<file path="config.mk">
export PLATFORM = sky130hd
export DESIGN_NAME = btn_conditioner
export DESIGN_NICKNAME = d
export VERILOG_FILES = /design/src/rtl/btn_pkg.sv /design/src/rtl/btn_conditioner_debounce.sv /design/src/rtl/btn_conditioner.sv
export SDC_FILE = /design/constraint.sdc
export NUM_CORES = 1
export LEC_CHECK = 0
export CORE_ASPECT_RATIO = 1.5
export CORE_MARGIN = 2
export CORE_UTILIZATION = 35
export CTS_CLUSTER_SIZE = 25
export DETAILED_ROUTE_END_ITERATION = 10
export MAX_ROUTING_LAYER = met4
export SLEW_MARGIN = 15
export SYNTH_ARGS = -nofsm -noshare
export SYNTH_HDL_FRONTEND = slang
export SYNTH_HIERARCHICAL = 1
export SYNTH_SLANG_ARGS = --single-unit
</file>
<file path="constraint.sdc">
create_clock -name clk -period 4.37 [get_ports clk]
set_clock_uncertainty 0.2 [all_clocks]
set_input_delay 0.6555 -clock clk [delete_from_list [all_inputs] [get_ports clk]]
set_output_delay 0.6555 -clock clk [all_outputs]
set_load 0.01 [all_outputs]
</file>
<file path="src/rtl/btn_pkg.sv">
// Shared constants for the front-panel button conditioner.
package btn_pkg;

    localparam int unsigned DEBOUNCE_CNT_DEF  = 20;
    localparam int unsigned REPEAT_DELAY_DEF  = 500;
    localparam int unsigned REPEAT_PERIOD_DEF = 200;

    localparam int unsigned BTN_SET  = 0;
    localparam int unsigned BTN_INC  = 1;
    localparam int unsigned BTN_DONE = 2;

    localparam int unsigned BTN_NUM  = 3;

endpackage

</file>
<file path="src/rtl/btn_conditioner_debounce.sv">
// One button channel: 2-flop synchroniser, stable-count debounce, press-edge pulse.
module btn_debounce
    import btn_pkg::*;
#(
    parameter int unsigned DEBOUNCE_CNT = DEBOUNCE_CNT_DEF
) (
    input  logic clk,
    input  logic rst,
    input  logic raw,
    output logic level,
    output logic press
);

    localparam int unsigned CW = $clog2(DEBOUNCE_CNT + 1);
    localparam logic [CW-1:0] CNT_LAST = CW'(DEBOUNCE_CNT - 1);

    logic          s1_q, s1_d;
    logic          s2_q, s2_d;
    logic          stable_q, stable_d;
    logic          press_q, press_d;
    logic [CW-1:0] cnt_q, cnt_d;

    // Count consecutive disagreeing samples; any agreeing sample restarts the count.
    always_comb begin
        s1_d     = raw;
        s2_d     = s1_q;
        stable_d = stable_q;
        cnt_d    = cnt_q;
        press_d  = 1'b0;
        if (s2_q == stable_q) begin
            cnt_d = '0;
        end else if (cnt_q == CNT_LAST) begin
            stable_d = s2_q;
            cnt_d    = '0;
            press_d  = s2_q;
        end else begin
            cnt_d = cnt_q + CW'(1);
        end
    end

    always_ff @(posedge clk or posedge rst) begin
        if (rst) begin
            s1_q     <= 1'b0;
            s2_q     <= 1'b0;
            stable_q <= 1'b0;
            cnt_q    <= '0;
            press_q  <= 1'b0;
        end else begin
            s1_q     <= s1_d;
            s2_q     <= s2_d;
            stable_q <= stable_d;
            cnt_q    <= cnt_d;
            press_q  <= press_d;
        end
    end

    assign level = stable_q;
    assign press = press_q;

endmodule

</file>
<file path="src/rtl/btn_conditioner.sv">
// Conditions the set/inc/done push buttons into clean one-cycle press pulses.
// Define BTN_AUTOREPEAT_EN to add hold-to-repeat pulses on the inc button.
module btn_conditioner
    import btn_pkg::*;
#(
    parameter int unsigned DEBOUNCE_CNT  = DEBOUNCE_CNT_DEF
`ifdef BTN_AUTOREPEAT_EN
   ,parameter int unsigned REPEAT_DELAY  = REPEAT_DELAY_DEF,
    parameter int unsigned REPEAT_PERIOD = REPEAT_PERIOD_DEF
`endif
) (
    input  logic               clk,
    input  logic               rst,
    input  logic               btn_set_raw,
    input  logic               btn_inc_raw,
    input  logic               btn_done_raw,
    output logic               btn_set,
    output logic               btn_inc,
    output logic               btn_done,
    output logic [BTN_NUM-1:0] btn_level
);

    logic [BTN_NUM-1:0] raw;
    logic [BTN_NUM-1:0] level;
    logic [BTN_NUM-1:0] press;

    assign raw[BTN_SET]  = btn_set_raw;
    assign raw[BTN_INC]  = btn_inc_raw;
    assign raw[BTN_DONE] = btn_done_raw;

    for (genvar i = 0; i < BTN_NUM; i++) begin : g_chan
        btn_debounce #(
            .DEBOUNCE_CNT (DEBOUNCE_CNT)
        ) u_deb (
            .clk   (clk),
            .rst   (rst),
            .raw   (raw[i]),
            .level (level[i]),
            .press (press[i])
        );
    end

    assign btn_set   = press[BTN_SET];
    assign btn_done  = press[BTN_DONE];
    assign btn_level = level;

`ifdef BTN_AUTOREPEAT_EN
    localparam int unsigned RPT_MAX = (REPEAT_DELAY > REPEAT_PERIOD) ? REPEAT_DELAY : REPEAT_PERIOD;
    localparam int unsigned RW      = $clog2(RPT_MAX + 1);
    localparam logic [RW-1:0] DELAY_LAST  = RW'(REPEAT_DELAY - 1);
    localparam logic [RW-1:0] PERIOD_LAST = RW'(REPEAT_PERIOD - 1);

    logic [RW-1:0] rpt_cnt_q, rpt_cnt_d;
    logic          rpt_armed_q, rpt_armed_d;
    logic          rpt_pulse_q, rpt_pulse_d;

    // Initial delay phase, then periodic phase; counter never exceeds its terminal value.
    always_comb begin
        rpt_cnt_d   = rpt_cnt_q;
        rpt_armed_d = rpt_armed_q;
        rpt_pulse_d = 1'b0;
        if (!level[BTN_INC]) begin
            rpt_cnt_d   = '0;
            rpt_armed_d = 1'b0;
        end else if (!rpt_armed_q && (rpt_cnt_q == DELAY_LAST)) begin
            rpt_cnt_d   = '0;
            rpt_armed_d = 1'b1;
            rpt_pulse_d = 1'b1;
        end else if (rpt_armed_q && (rpt_cnt_q == PERIOD_LAST)) begin
            rpt_cnt_d   = '0;
            rpt_pulse_d = 1'b1;
        end else begin
            rpt_cnt_d = rpt_cnt_q + RW'(1);
        end
    end

    always_ff @(posedge clk or posedge rst) begin
        if (rst) begin
            rpt_cnt_q   <= '0;
            rpt_armed_q <= 1'b0;
            rpt_pulse_q <= 1'b0;
        end else begin
            rpt_cnt_q   <= rpt_cnt_d;
            rpt_armed_q <= rpt_armed_d;
            rpt_pulse_q <= rpt_pulse_d;
        end
    end

    assign btn_inc = press[BTN_INC] | rpt_pulse_q;
`else
    assign btn_inc = press[BTN_INC];
`endif

endmodule

</file>
# ---- After elaboration in Yosys (flattened, before gate mapping)
# Cells that the tools add are included.
dict set report word_totals {
  reg_bits 27
  output_inout_bits 6
  wordCells 42
}
dict set report op_classes {
  n_addsub 3
  n_eq_ne 6
  muxes 12
  n_bitwise 3
  reduce_logical 3
}
# operator count
set op_table {}
lappend op_table {{two-way mux 5 bit} 6}
lappend op_table {{adder 5 x 1 -> 5 bit, second input constant} 3}
lappend op_table {{equality test 5 bit, second input constant} 3}
lappend op_table {{two-way mux 1 bit} 6}
lappend op_table {{AND reduction 2 bit} 3}
lappend op_table {{equality test 1 bit} 3}
lappend op_table {{inverter 1 bit} 3}

# ---- Longest topological paths before layout
dict set report logic_depth {
  word_depth 3
  depth_mapped 4
  depth_no_buf 4
}

# ---- Modules after synthesis
# The synthesis kept the hierarchy.
# mod instances cells_per_inst area_per_inst_um2
set by_module_without_submodules {}
lappend by_module_without_submodules {btn_debounce 3 30 382.9}

# ---- Least setup slack after synthesis
# No wires, ideal clock.
dict set report synth_path {
  path_type {register -> register}
  startpoint {reg g_chan[0].u_deb.cnt_q[0]}
  endpoint {reg g_chan[0].u_deb.stable_q}
  arrival_time_ps 1157
  required_ps 4042
  slack_ps 2885
  path_stages_with_launch 5
  synth_period_minus_slack_ps 1485
  path_cell_list {dfrtp_1 ha_1 inv_1 nor4b_4 mux2_1}
}
dict set report synth_via {
  elab_chain_cells 2
}
# element line
set synth_rtl {}
lappend synth_rtl {{start: declaration} btn_conditioner_debounce.sv:21} ;# logic [CW-1:0] cnt_q, cnt_d;
lappend synth_rtl {{start signal: assignment} btn_conditioner_debounce.sv:52} ;# cnt_q <= cnt_d;
lappend synth_rtl {{equality test 5 bit} btn_conditioner_debounce.sv:32} ;# end else if (cnt_q == CNT_LAST) begin
lappend synth_rtl {{AND reduction 2 bit (no line)} -}
lappend synth_rtl {{end signal: assignment} btn_conditioner_debounce.sv:51} ;# stable_q <= stable_d;
lappend synth_rtl {{end: declaration} btn_conditioner_debounce.sv:19} ;# logic stable_q, stable_d;
# No other way between the ends.
# A chain may end at the register's enable or synchronous reset.

# ---- Worst setup path after layout
dict set report layout_path {
  startpoint {reg g_chan[0].u_deb.stable_q}
  endpoint {out btn_level[0]}
}
# element line
set layout_rtl {}
lappend layout_rtl {{end: declaration} btn_conditioner.sv:20} ;# output logic [BTN_NUM-1:0] btn_level
# No word-level cell between the ends.

==> impl_metrics.yaml <==
run_status:
  status: "finished, final reports clean"
clock_network:
  cts_tree: "done"
  cts_buffers: 3
  clk_pin_slew_ps: 80
  h-tree-depth: 1
  cts_sinks: 27
  cts-root-buf: "clkbuf_8"
  cts_resized: 0
  ctsHoldBuffers: 0
  insertion_delay_ps: 260
  clockBufferDepth: 2
  post_cts_buffers: 0
critical_path:
  path_buf_inv: 1
  path_class: "flip-flop to output port"
  cp.arrival_ps: 1210
  crit_path_cell_trace: "clkdlybuf4s50_1"
  required_ps: 3510
  worstSetupStartpointType: "flip-flop"
  critPathMaxStageDelay_ps: 550
  cp_top_family: "buffers and inverters"
  cp-end-kind: "output port"
  crit_fanout: 4
  slowest_stage: "clkdlybuf4s50_1"
floorplan:
  io_pins: 11
  start_util: 0.364
  rows: 25
  core_um2: 3160
  dieArea_um2: 3770
  dieWidth_um: 50.8
  die_h_um: 74.2
detailed_routing:
  maxUsedRoutingLayer: "met4"
  via_per_inst: 4.85
  routed-wl-met2_um: 948
  wl_met1_um: 832
  via_count: 699
  first_pass_iters: 4
  drtAntennaViolNets: 0
  wl_per_cell_um: 12.9
  routed-wl-met3_um: 56
  drt_iter0_drc: 12
  wirelength_mm: 1.86
  drcViolationCount: 0
synthesis:
  synth_cell_type_count: 19
  synth_area_um2: 1150
  synth_seq_cells: 27
  synth_nets: 98
  avgSynthCellArea_um2: 12.8
  yosysWarningCount: 6
  netlist_instances: 90
  synthTopCellsByArea: "dfrtp_1 (59%), nor4b_4 (6.2%), xnor2_1 (4.6%)"
  yosysTopAreaCellShare: 0.588
  ys_seq_area_frac: 0.588
  yosysTopAreaCell: "dfrtp_1"
power:
  p_leak_uw: 0.000572
  powerDensity_nw_per_um2: 318
  vdd_ir_drop_max_mv: 0.265
layout:
  finalInstanceArea_um2: 1340
  antennaDiodeCount: 0
  nets: 113
  area_growth_syn_to_layout_pct: 17.0
  layout_common_cells: "dfrtp_1 (27), clkdlybuf4s50_1 (10), inv_1 (9), xnor2_1 (6)"
  layout_commonest_cell: "dfrtp_1"
  drive_above_1_share: 0.0577
flow_run:
  drv_cap: 0
sta:
  finalCritPeriodShare: 0.472
  post-route-min-period_ps: 2060
  holdWs_ps: 156
  fmax_mhz: 484
  final.setup.tns_ps: 0
  worst_pin_slew_ps: 449
  setup_viol: 0
  hold_viol_final: 0
  slew_headroom: 0.699
  finalMaxSlewViolations: 0
  rsz0062_at_grt: "no"
placement:
  placed_cell_area_um2: 1300
  portBuffers: 10
  globalplace.congestion: 0.756
  dp_hpwl_mm: 1.42
global_routing:
  grt_pass1_vias: 795
  grt_pass1_wl_mm: 3.46
  antenna_found_initial: 0
  grt_max_degree: 15
  grt-ovfl-total: 0
  grt_use_total: 0.125
min_path:
  hp-class: "flip-flop to flip-flop"
[area by class of cell]
type / instances / area, um^2
clock buffers: 4 / 45.0
fillers: 313 / 1820
inverters: 9 / 33.8
multi-input cells: 54 / 439
flip-flops and latches: 27 / 676
well taps: 40 / 50.0
repair buffers: 10 / 100
[path summary, 6_finish.rpt]
check | start | to | slack, ps | cells after the start
max | g_chan[0].u_deb/level | btn_level[0] | 2310 | 1
min | g_chan[2].u_deb/s1_q | g_chan[2].u_deb/s2_q | 160 | 0
max reg2reg | g_chan[1].u_deb/cnt_q[0] | g_chan[1].u_deb/level | 2750 | 4
min reg2reg | g_chan[2].u_deb/s1_q | g_chan[2].u_deb/s2_q | 160 | 0
max in group asynchronous | rst | g_chan[1].u_deb/cnt_q[4] | 3190 | 2
min in group asynchronous | rst | g_chan[0].u_deb/press | 510 | 2
[cells in the mapped netlist (all sizes together)]
master  instances
a211o           3
a21oi           3
a31oi           3
and2b           3
and3b           3
dfrtp          27
ha              3
inv             9
mux2            3
nand2           3
nand3           3
nand3b          3
nand4b          3
nor2            3
nor2b           3
nor3            3
nor4b           3
o21ai           3
xnor2           6
[state kept, by name, summed over array words and instances, names as in the netlist]
name and count:
g_chan.u_deb/cnt_q 15, g_chan.u_deb/level 3, g_chan.u_deb/press 3, g_chan.u_deb/s1_q 3, g_chan.u_deb/s2_q 3
[report_power, final]
part           switching [uW]  internal [uW]  total, uW  leakage, uW
combinational            14.1           12.0       26.1     0.000193
sequential               8.16            259        267     0.000356
clock                    68.8           65.0        134    0.0000228
total                    91.0            336        427     0.000572
[metal layers]
metal,global-route usage,up-vias
met1,0.146,348
li1,-,338
met4,0.0631,0
met3,0.0221,2
met5,-,-
met2,0.205,11
[logic make-up after synthesis]
family / Yosys count / synth area share
simple gates: 30 / 0.209
flops: 27 / 0.588
compound gates: 12 / 0.0654
buf+inv: 9 / 0.0294
xor+xnor: 6 / 0.0458
mux: 3 / 0.0294
fa+ha+maj: 3 / 0.0327
[metrics by stage]
stage	util	setup WS (ps)	total power (uW)	std cells
finish	0.425	2310	427	144
global route	0.425	2250	450	144
CTS	0.425	2290	434	144
detailed placement	0.411	2600	299	140
global placement	0.411	2610	297	140
floorplan	-	2890	289	90
Power figures use the tool's default switching activity.
